==> src/rtl/argmax_sequencer.sv <==
// Streaming argmax back-end: scans one signed score per beat and reports the
// winning class as one-hot plus binary index. Optional port out_max under ARGMAX_SCORE_OUT_EN.
module argmax_sequencer #(
   parameter int N_CLASSES = 10,
   parameter int SCORE_W   = 32,
   parameter int IDX_W     = $clog2(N_CLASSES)
) (
   input  logic                       clk,
   input  logic                       rst,
   input  logic                       start,
   output logic                       busy,
   input  logic                       in_valid,
   output logic                       in_ready,
   input  logic signed [SCORE_W-1:0]  in_score,
   output logic                       out_valid,
   input  logic                       out_ready,
   output logic [N_CLASSES-1:0]       out_onehot,
   output logic [IDX_W-1:0]           out_index
`ifdef ARGMAX_SCORE_OUT_EN
   ,
   output logic signed [SCORE_W-1:0]  out_max
`endif
);

   typedef enum logic [1:0] {
      ST_IDLE = 2'd0,
      ST_SCAN = 2'd1,
      ST_DONE = 2'd2
   } state_t;

   localparam logic [IDX_W-1:0]     LAST_IDX    = IDX_W'(N_CLASSES - 1);
   localparam logic [N_CLASSES-1:0] ONEHOT_BASE = N_CLASSES'(1);

   state_t                      state_q, state_d;
   logic [IDX_W-1:0]            count_q, count_d;
   logic signed [SCORE_W-1:0]   max_q, max_d;
   logic [IDX_W-1:0]            idx_q, idx_d;

   logic                        busy_q, busy_d;
   logic                        in_ready_q, in_ready_d;
   logic                        out_valid_q, out_valid_d;
   logic [N_CLASSES-1:0]        out_onehot_q, out_onehot_d;
   logic [IDX_W-1:0]            out_index_q, out_index_d;
`ifdef ARGMAX_SCORE_OUT_EN
   logic signed [SCORE_W-1:0]   out_max_q, out_max_d;
`endif

   // Next-state logic for the frame FSM and the running maximum
   always_comb begin
      state_d = state_q;
      count_d = count_q;
      max_d   = max_q;
      idx_d   = idx_q;
      case (state_q)
         ST_IDLE: begin
            if (start) begin
               state_d = ST_SCAN;
               count_d = '0;
            end else begin
               state_d = ST_IDLE;
            end
         end
         ST_SCAN: begin
            if (in_valid) begin
               // First beat seeds the maximum; later beats need a strictly greater score
               if ((count_q == '0) || (in_score > max_q)) begin
                  max_d = in_score;
                  idx_d = count_q;
               end else begin
                  max_d = max_q;
               end
               if (count_q == LAST_IDX) begin
                  count_d = '0;
                  state_d = ST_DONE;
               end else begin
                  count_d = count_q + IDX_W'(1);
               end
            end else begin
               count_d = count_q;
            end
         end
         ST_DONE: begin
            if (out_ready) begin
               if (start) begin
                  state_d = ST_SCAN;
                  count_d = '0;
               end else begin
                  state_d = ST_IDLE;
               end
            end else begin
               state_d = ST_DONE;
            end
         end
         default: begin
            state_d = ST_IDLE;
            count_d = '0;
         end
      endcase
   end

   // Output values decoded from the next state so they can be registered
   always_comb begin
      busy_d       = (state_d != ST_IDLE);
      in_ready_d   = (state_d == ST_SCAN);
      out_valid_d  = (state_d == ST_DONE);
      out_onehot_d = '0;
      out_index_d  = '0;
`ifdef ARGMAX_SCORE_OUT_EN
      out_max_d    = '0;
`endif
      if (state_d == ST_DONE) begin
         out_onehot_d = ONEHOT_BASE << idx_d;
         out_index_d  = idx_d;
`ifdef ARGMAX_SCORE_OUT_EN
         out_max_d    = max_d;
`endif
      end else begin
         out_index_d  = '0;
      end
   end

   // State, datapath and output registers
   always_ff @(posedge clk or negedge rst) begin
      if (!rst) begin
         state_q      <= ST_IDLE;
         count_q      <= '0;
         max_q        <= '0;
         idx_q        <= '0;
         busy_q       <= 1'b0;
         in_ready_q   <= 1'b0;
         out_valid_q  <= 1'b0;
         out_onehot_q <= '0;
         out_index_q  <= '0;
`ifdef ARGMAX_SCORE_OUT_EN
         out_max_q    <= '0;
`endif
      end else begin
         state_q      <= state_d;
         count_q      <= count_d;
         max_q        <= max_d;
         idx_q        <= idx_d;
         busy_q       <= busy_d;
         in_ready_q   <= in_ready_d;
         out_valid_q  <= out_valid_d;
         out_onehot_q <= out_onehot_d;
         out_index_q  <= out_index_d;
`ifdef ARGMAX_SCORE_OUT_EN
         out_max_q    <= out_max_d;
`endif
      end
   end

   assign busy       = busy_q;
   assign in_ready   = in_ready_q;
   assign out_valid  = out_valid_q;
   assign out_onehot = out_onehot_q;
   assign out_index  = out_index_q;
`ifdef ARGMAX_SCORE_OUT_EN
   assign out_max    = out_max_q;
`endif

endmodule

==> config.mk <==
export PLATFORM = sky130hd
export DESIGN_NAME = argmax_sequencer
export DESIGN_NICKNAME = d
export VERILOG_FILES = /design/src/rtl/argmax_sequencer.sv
export SDC_FILE = /design/constraint.sdc
export NUM_CORES = 1
export LEC_CHECK = 0
export ABC_AREA = 1
export CAP_MARGIN = 20
export CORE_MARGIN = 5
export CORE_UTILIZATION = 53
export DETAILED_ROUTE_END_ITERATION = 8
export PLACE_DENSITY = 0.9
export SYNTH_ARGS = -nofsm -noshare
export SYNTH_HDL_FRONTEND = slang
export SYNTH_SLANG_ARGS = --single-unit
==> constraint.sdc <==
create_clock -name clk -period 2.9 [get_ports clk]
set_clock_uncertainty 0.05 [all_clocks]
set_input_delay 0.29 -clock clk [delete_from_list [all_inputs] [get_ports clk]]
set_output_delay 0.29 -clock clk [all_outputs]
set_load 0.02 [all_outputs]
Yosys cells after proc, flatten, opt, wreduce, memory -nomap -nowiden

Cells that the tools add are included.

Output and inout bits: 17
Bits in latches: 0
RAM bits: 0
Word-level logic and storage cells: 40
Register bits after elaboration: 59
Bits of input ports: 37
Memories kept: 0
Bits in read-only memories: 0

Shift operators: 1
Mux-type cells: 15
$add $sub $neg: 1
Bitwise operators: 0
Div/mod/pow operators: 0
Equal/unequal tests: 7
$mul: 0
Order comparisons: 1
Reductions and logical operators: 6

Operator list:

| cell                 | count |
|---|---|
| $gt 32x32->1         | 1 |
| $mux 4               | 8 |
| $pmux 4 s3           | 1 |
| $mux 10              | 1 |
| $shl 1x4->10 const A | 1 |
| $mux 2               | 3 |
| $pmux 2 s3           | 1 |
| $add 4x1->4 const B  | 1 |
| $eq 2x1->1 const B   | 2 |
| $eq 2x2->1 const B   | 2 |
| $eq 4x4->1 const B   | 1 |
| $logic_not 4->1      | 1 |
| $ne 2x2->1 const B   | 2 |
| $reduce_and 3->1     | 1 |
| $logic_not 2->1      | 1 |
| $reduce_and 2->1     | 1 |
| $reduce_bool 2->1    | 1 |
| $logic_or 1x1->1     | 1 |
| $mux 1               | 1 |

Depth between registers and ports, before layout

Depth in word-level cells: 7
Depth in mapped cells: 22
Depth with buffers taken out: 21

Worst setup path after synthesis

Ideal clock, no wire load.

Path kind: reg2reg
Start: register max_q[31]
End: register out_onehot_q[2], in the netlist out_onehot[2]
Clock period less this slack: 2.115 ns
Data arrival time: 1.949 ns
Setup slack: 0.785 ns
Data required time: 2.734 ns
Cell stages (with the launch flop): 17
Library setup time: 0.116 ns
Buffers on the path: 1
Cell sequence: dfrtp_1 inv_1 ha_1 nand2_1 nor2_2 nand2_1 nor3b_2 nand2_1 nand3_1 nand3_2 nand2_4 nand2_4 buf_8 nand2_1 o21ai_4 nand2_1 nor2_1

Word-level cells in the longest chain between the ends: 7

Ends and longest elaborated chain:

| element                   | line | RTL |
|---|---|---|
| start: declaration        | 36   | `logic signed [SCORE_W-1:0] max_q, max_d;` |
| start signal: assignment  | 140  | `max_q <= max_d;` |
| $gt 32x32->1              | 66   | `if ((count_q == '0) \|\| (in_score > max_q)) begin` |
| $logic_or 1x1->1          | 66   |  |
| $mux 4                    | 66   |  |
| $mux 4                    | 64   | `if (in_valid) begin` |
| $mux 4                    | 54   | `case (state_q)` |
| $shl 1x4->10              | 112  | `out_onehot_d = ONEHOT_BASE << idx_d;` |
| $mux 10                   | 111  | `if (state_d == ST_DONE) begin` |
| named net out_onehot_d[2] | 42   | `logic [N_CLASSES-1:0] out_onehot_q, out_onehot_d;` |
| end signal: assignment    | 145  | `out_onehot_q <= out_onehot_d;` |
| end: declaration          | 42   |  |

The timed path passes the listed nets, and every way through them passes these cells.
A chain may end at the register's enable or synchronous reset.

Worst setup path after layout

Start: input port in_score[31]
End: register max_q[6]

Word-level cells in the longest chain between the ends: 3

Ends and longest elaborated chain:

| element                           | line | RTL |
|---|---|---|
| start: declaration                | 14   | `input logic signed [SCORE_W-1:0] in_score,` |
| $gt 32x32->1                      | 66   |  |
| $logic_or 1x1->1                  | 66   |  |
| $reduce_and 3->1 (no source line) | --   |  |

No other way between the ends.

==> run summary <==
Max_cap viols = 0
Number of top-level pins = 54
Core ar. = 5890 µm²
CP endpoint kind = flip-flop
Switching Share = 0.416
Die Wd = 87.4 µm
Reg power frac = 0.343
CP most frequent cell = nand2_1
Setup TNS Final = 0 ps
Max Slew Vio Count = 0
Routed vias = 2486
Syn Inst Count = 367
Cell Int Power = 2.11 mW
Fin. Hold Viols = 0
Cell Chain, Critical Path = clkdlybuf4s50_1, ha_1, nand2_1, nor2_2, nand2_1, nor3b_2, nand2_1, nand2_1, nand2_1, nand3_2, nand2_4, nand2_4, buf_4, nor2_1, a21oi_1
Diodes inserted = 0
GP Congestion = 0.823
Residual DRC = 0
Antenna violations before repair = 0
DR pass1 iterations = 4
Clk slew on worst S/H paths = 60 ps
Grt ovf = 0
Post-CTS setup buffers = 0
Slew @ Worst Pin = 481 ps
Worst Path Buf+Inv = 2
Final Critical Period = 2480 ps
Yosys cell types = 25
Crit path max fanout = 20
Area growth from synthesis to layout = 24.3%
Syn Nets = 439
GRT Total Usage = 0.189
Filler cells = 457
Pleak = 2.08 nW
H-Tree Depth = 3
Final setup viols = 0
Combinational power share = 0.483
DRT antenna net count = 0
# placed instances = 491
Final period utilization = 0.855
Critical Setup Path Class = input pin to flip-flop
Net switching power = 1.51 mW
Clock share of power = 0.173
Final nets = 500
Die ar. = 7640 µm²
Critical path required time = 3100 ps
Hpwl dp = 4.94 mm
Worst vdd ir = 474 µV
Arrival time worst endpoint = 2680 ps
Non-filler instance count after layout = 507
Cell Area, Synth = 3180 µm²
IO Port Bufs = 53
Clk_lat worst skew = 330 ps
Vias per inst = 4.90
Site row count = 28
Fraction of layout cells with a size suffix above 1 = 0.0764
Hold Crit Class = input pin to async pin
Power Dens Cells = 916 nW/µm²
Initial drt markers = 139
CP Launch Type = input pin
Max-slew headroom = 0.678
Status = completed
First-pass GRT wire length = 11.4 mm
Vias in the first global route = 2639
Fmax = 403 MHz
TritonCTS buffer count = 9
CTS root buf = clkbuf_8
Initial Util = 0.540
Hold Buf Count CTS = 1
Wire per inst = 12.7 µm
Clock tree sinks = 59
DIE HEIGHT = 87.4 µm
Synth warnings = 0
Avg Synthesized Cell Area = 8.65 µm²
CP max-delay cell = clkdlybuf4s50_1
Slowest stage delay, CP = 440 ps
Delay-heaviest family, CP = simple AND/OR/NAND/NOR gates
CTS max path bufs = 2
Drt total wl = 6.44 mm
Post-synthesis sequential area ratio = 0.465
Post_cts resized = 0
Largest net degree at the start of global routing = 45
CTS tree = built
Flops & latches, synth = 59
RSZ-0062 raised after global routing = false
area by class of cell:
class / count / area [µm²] / share of cell area
Sequential cell: 59 / 1480 / 0.374
Multi-Input combinational cell: 240 / 1420 / 0.358
Clock inverter: 3 / 15.0 / 0.00380
Timing Repair Buffer: 58 / 578 / 0.146
Inverter: 60 / 225 / 0.0570
Tap cell: 75 / 93.8 / 0.0238
Clock buffer: 12 / 145 / 0.0368
placed cells by master, fill, tap and decap left out, drive strengths merged:
master	Yosys	final
a21o	1	1
a21oi	47	47
buf	8	5
clkbuf	0	12
clkdlybuf4s50	0	52
clkinv	0	3
dfrtp	59	59
dlygate4sd3	0	1
ha	35	35
inv	60	60
nand2	60	60
nand3	19	19
nand4	3	3
nor2	58	58
nor3	1	1
nor3b	2	2
o21a	4	4
o21ai	10	10
cell families (layout without fill, tap and decap cells):
kind of cell	Yosys count	in the layout	share of synthesized area
buf+inv	68	133	0.0894
flops	59	59	0.465
fa+ha+maj	35	35	0.138
simple gates	143	143	0.197
compound gates	62	62	0.111
worst register-to-register path: cells and delay by family (launching register included):
| kind | cells | cell delay (ps) |
|---|---|---|
| AOI/OAI and AO/OA | 1 | 150 |
| adders and majority gates | 1 | 330 |
| buffers and inverters | 2 | 320 |
| DFF | 1 | 330 |
| and+or+nand+nor | 11 | 1170 |
Yosys cell counts, drive strengths merged:
master  number  share of area
inv         60          0.071
nand2       60          0.079
dfrtp       59           0.46
nor2        58          0.069
a21oi       47          0.074
ha          35           0.14
nand3       19          0.035
o21ai       10          0.025
buf          8          0.019
o21a         4         0.0095
nand4        3         0.0059
nor3b        2         0.0063
a21o         1         0.0024
nor3         1         0.0016
power by group through the flow:
stage / Clock (mW) / Sequential, mW / Combinational [mW]
6_report: 0.626 / 1.24 / 1.75
3_5_place_dp: 0 / 1.26 / 1.75
5_1_grt: 0.690 / 1.28 / 2.03
2_1_floorplan: 0 / 1.25 / 1.36
4_1_cts: 0.643 / 1.25 / 1.76
3_3_place_gp: 0 / 1.24 / 1.65
final timing paths:
kind | start | endpoint | slack, ps | cells after the start
min reg2reg | max_q[27] | max_q[27] | 470 | 2
min in group clk | max_q[27] | max_q[27] | 470 | 2
max reg2reg | max_q[31] | max_q[6] | 480 | 15
max | in_score[31] | max_q[6] | 420 | 15
min | rst | max_q[9] | 290 | 2
max in group asynchronous | rst | max_q[27] | 1910 | 3
registers in the layout, summed over array words and instances (netlist names):
signal      count
busy            1
count_q         4
idx_q           4
in_ready        1
max_q          32
out_index       4
out_onehot     10
out_valid       1
state_q         2
layer usage:
layer / up-vias / wire [µm] / global-route usage
li1: 1289 / - / -
met1: 1142 / 2680 / 0.222
met2: 49 / 3320 / 0.333
met3: 6 / 372 / 0.0681
met4: 0 / 62 / 0.0377
met5: - / 0 / 0
per-stage QoR:
stage | hold slack, ps | total power, mW | cell area (µm²) | util | worst slack (ps)
6_report | 289 | 3.62 | 3950 | 0.671 | 419
5_1_grt | 282 | 4.00 | 3950 | 0.671 | 220
4_1_cts | 280 | 3.65 | 3950 | 0.671 | 425
3_5_place_dp | 98.4 | 3.01 | 3780 | 0.642 | 69.9
3_3_place_gp | 96.0 | 2.89 | 3780 | 0.642 | 249
2_1_floorplan | -55.6 | 2.60 | 3180 | - | 785
No activity file was read; power rests on OpenSTA's default activity.
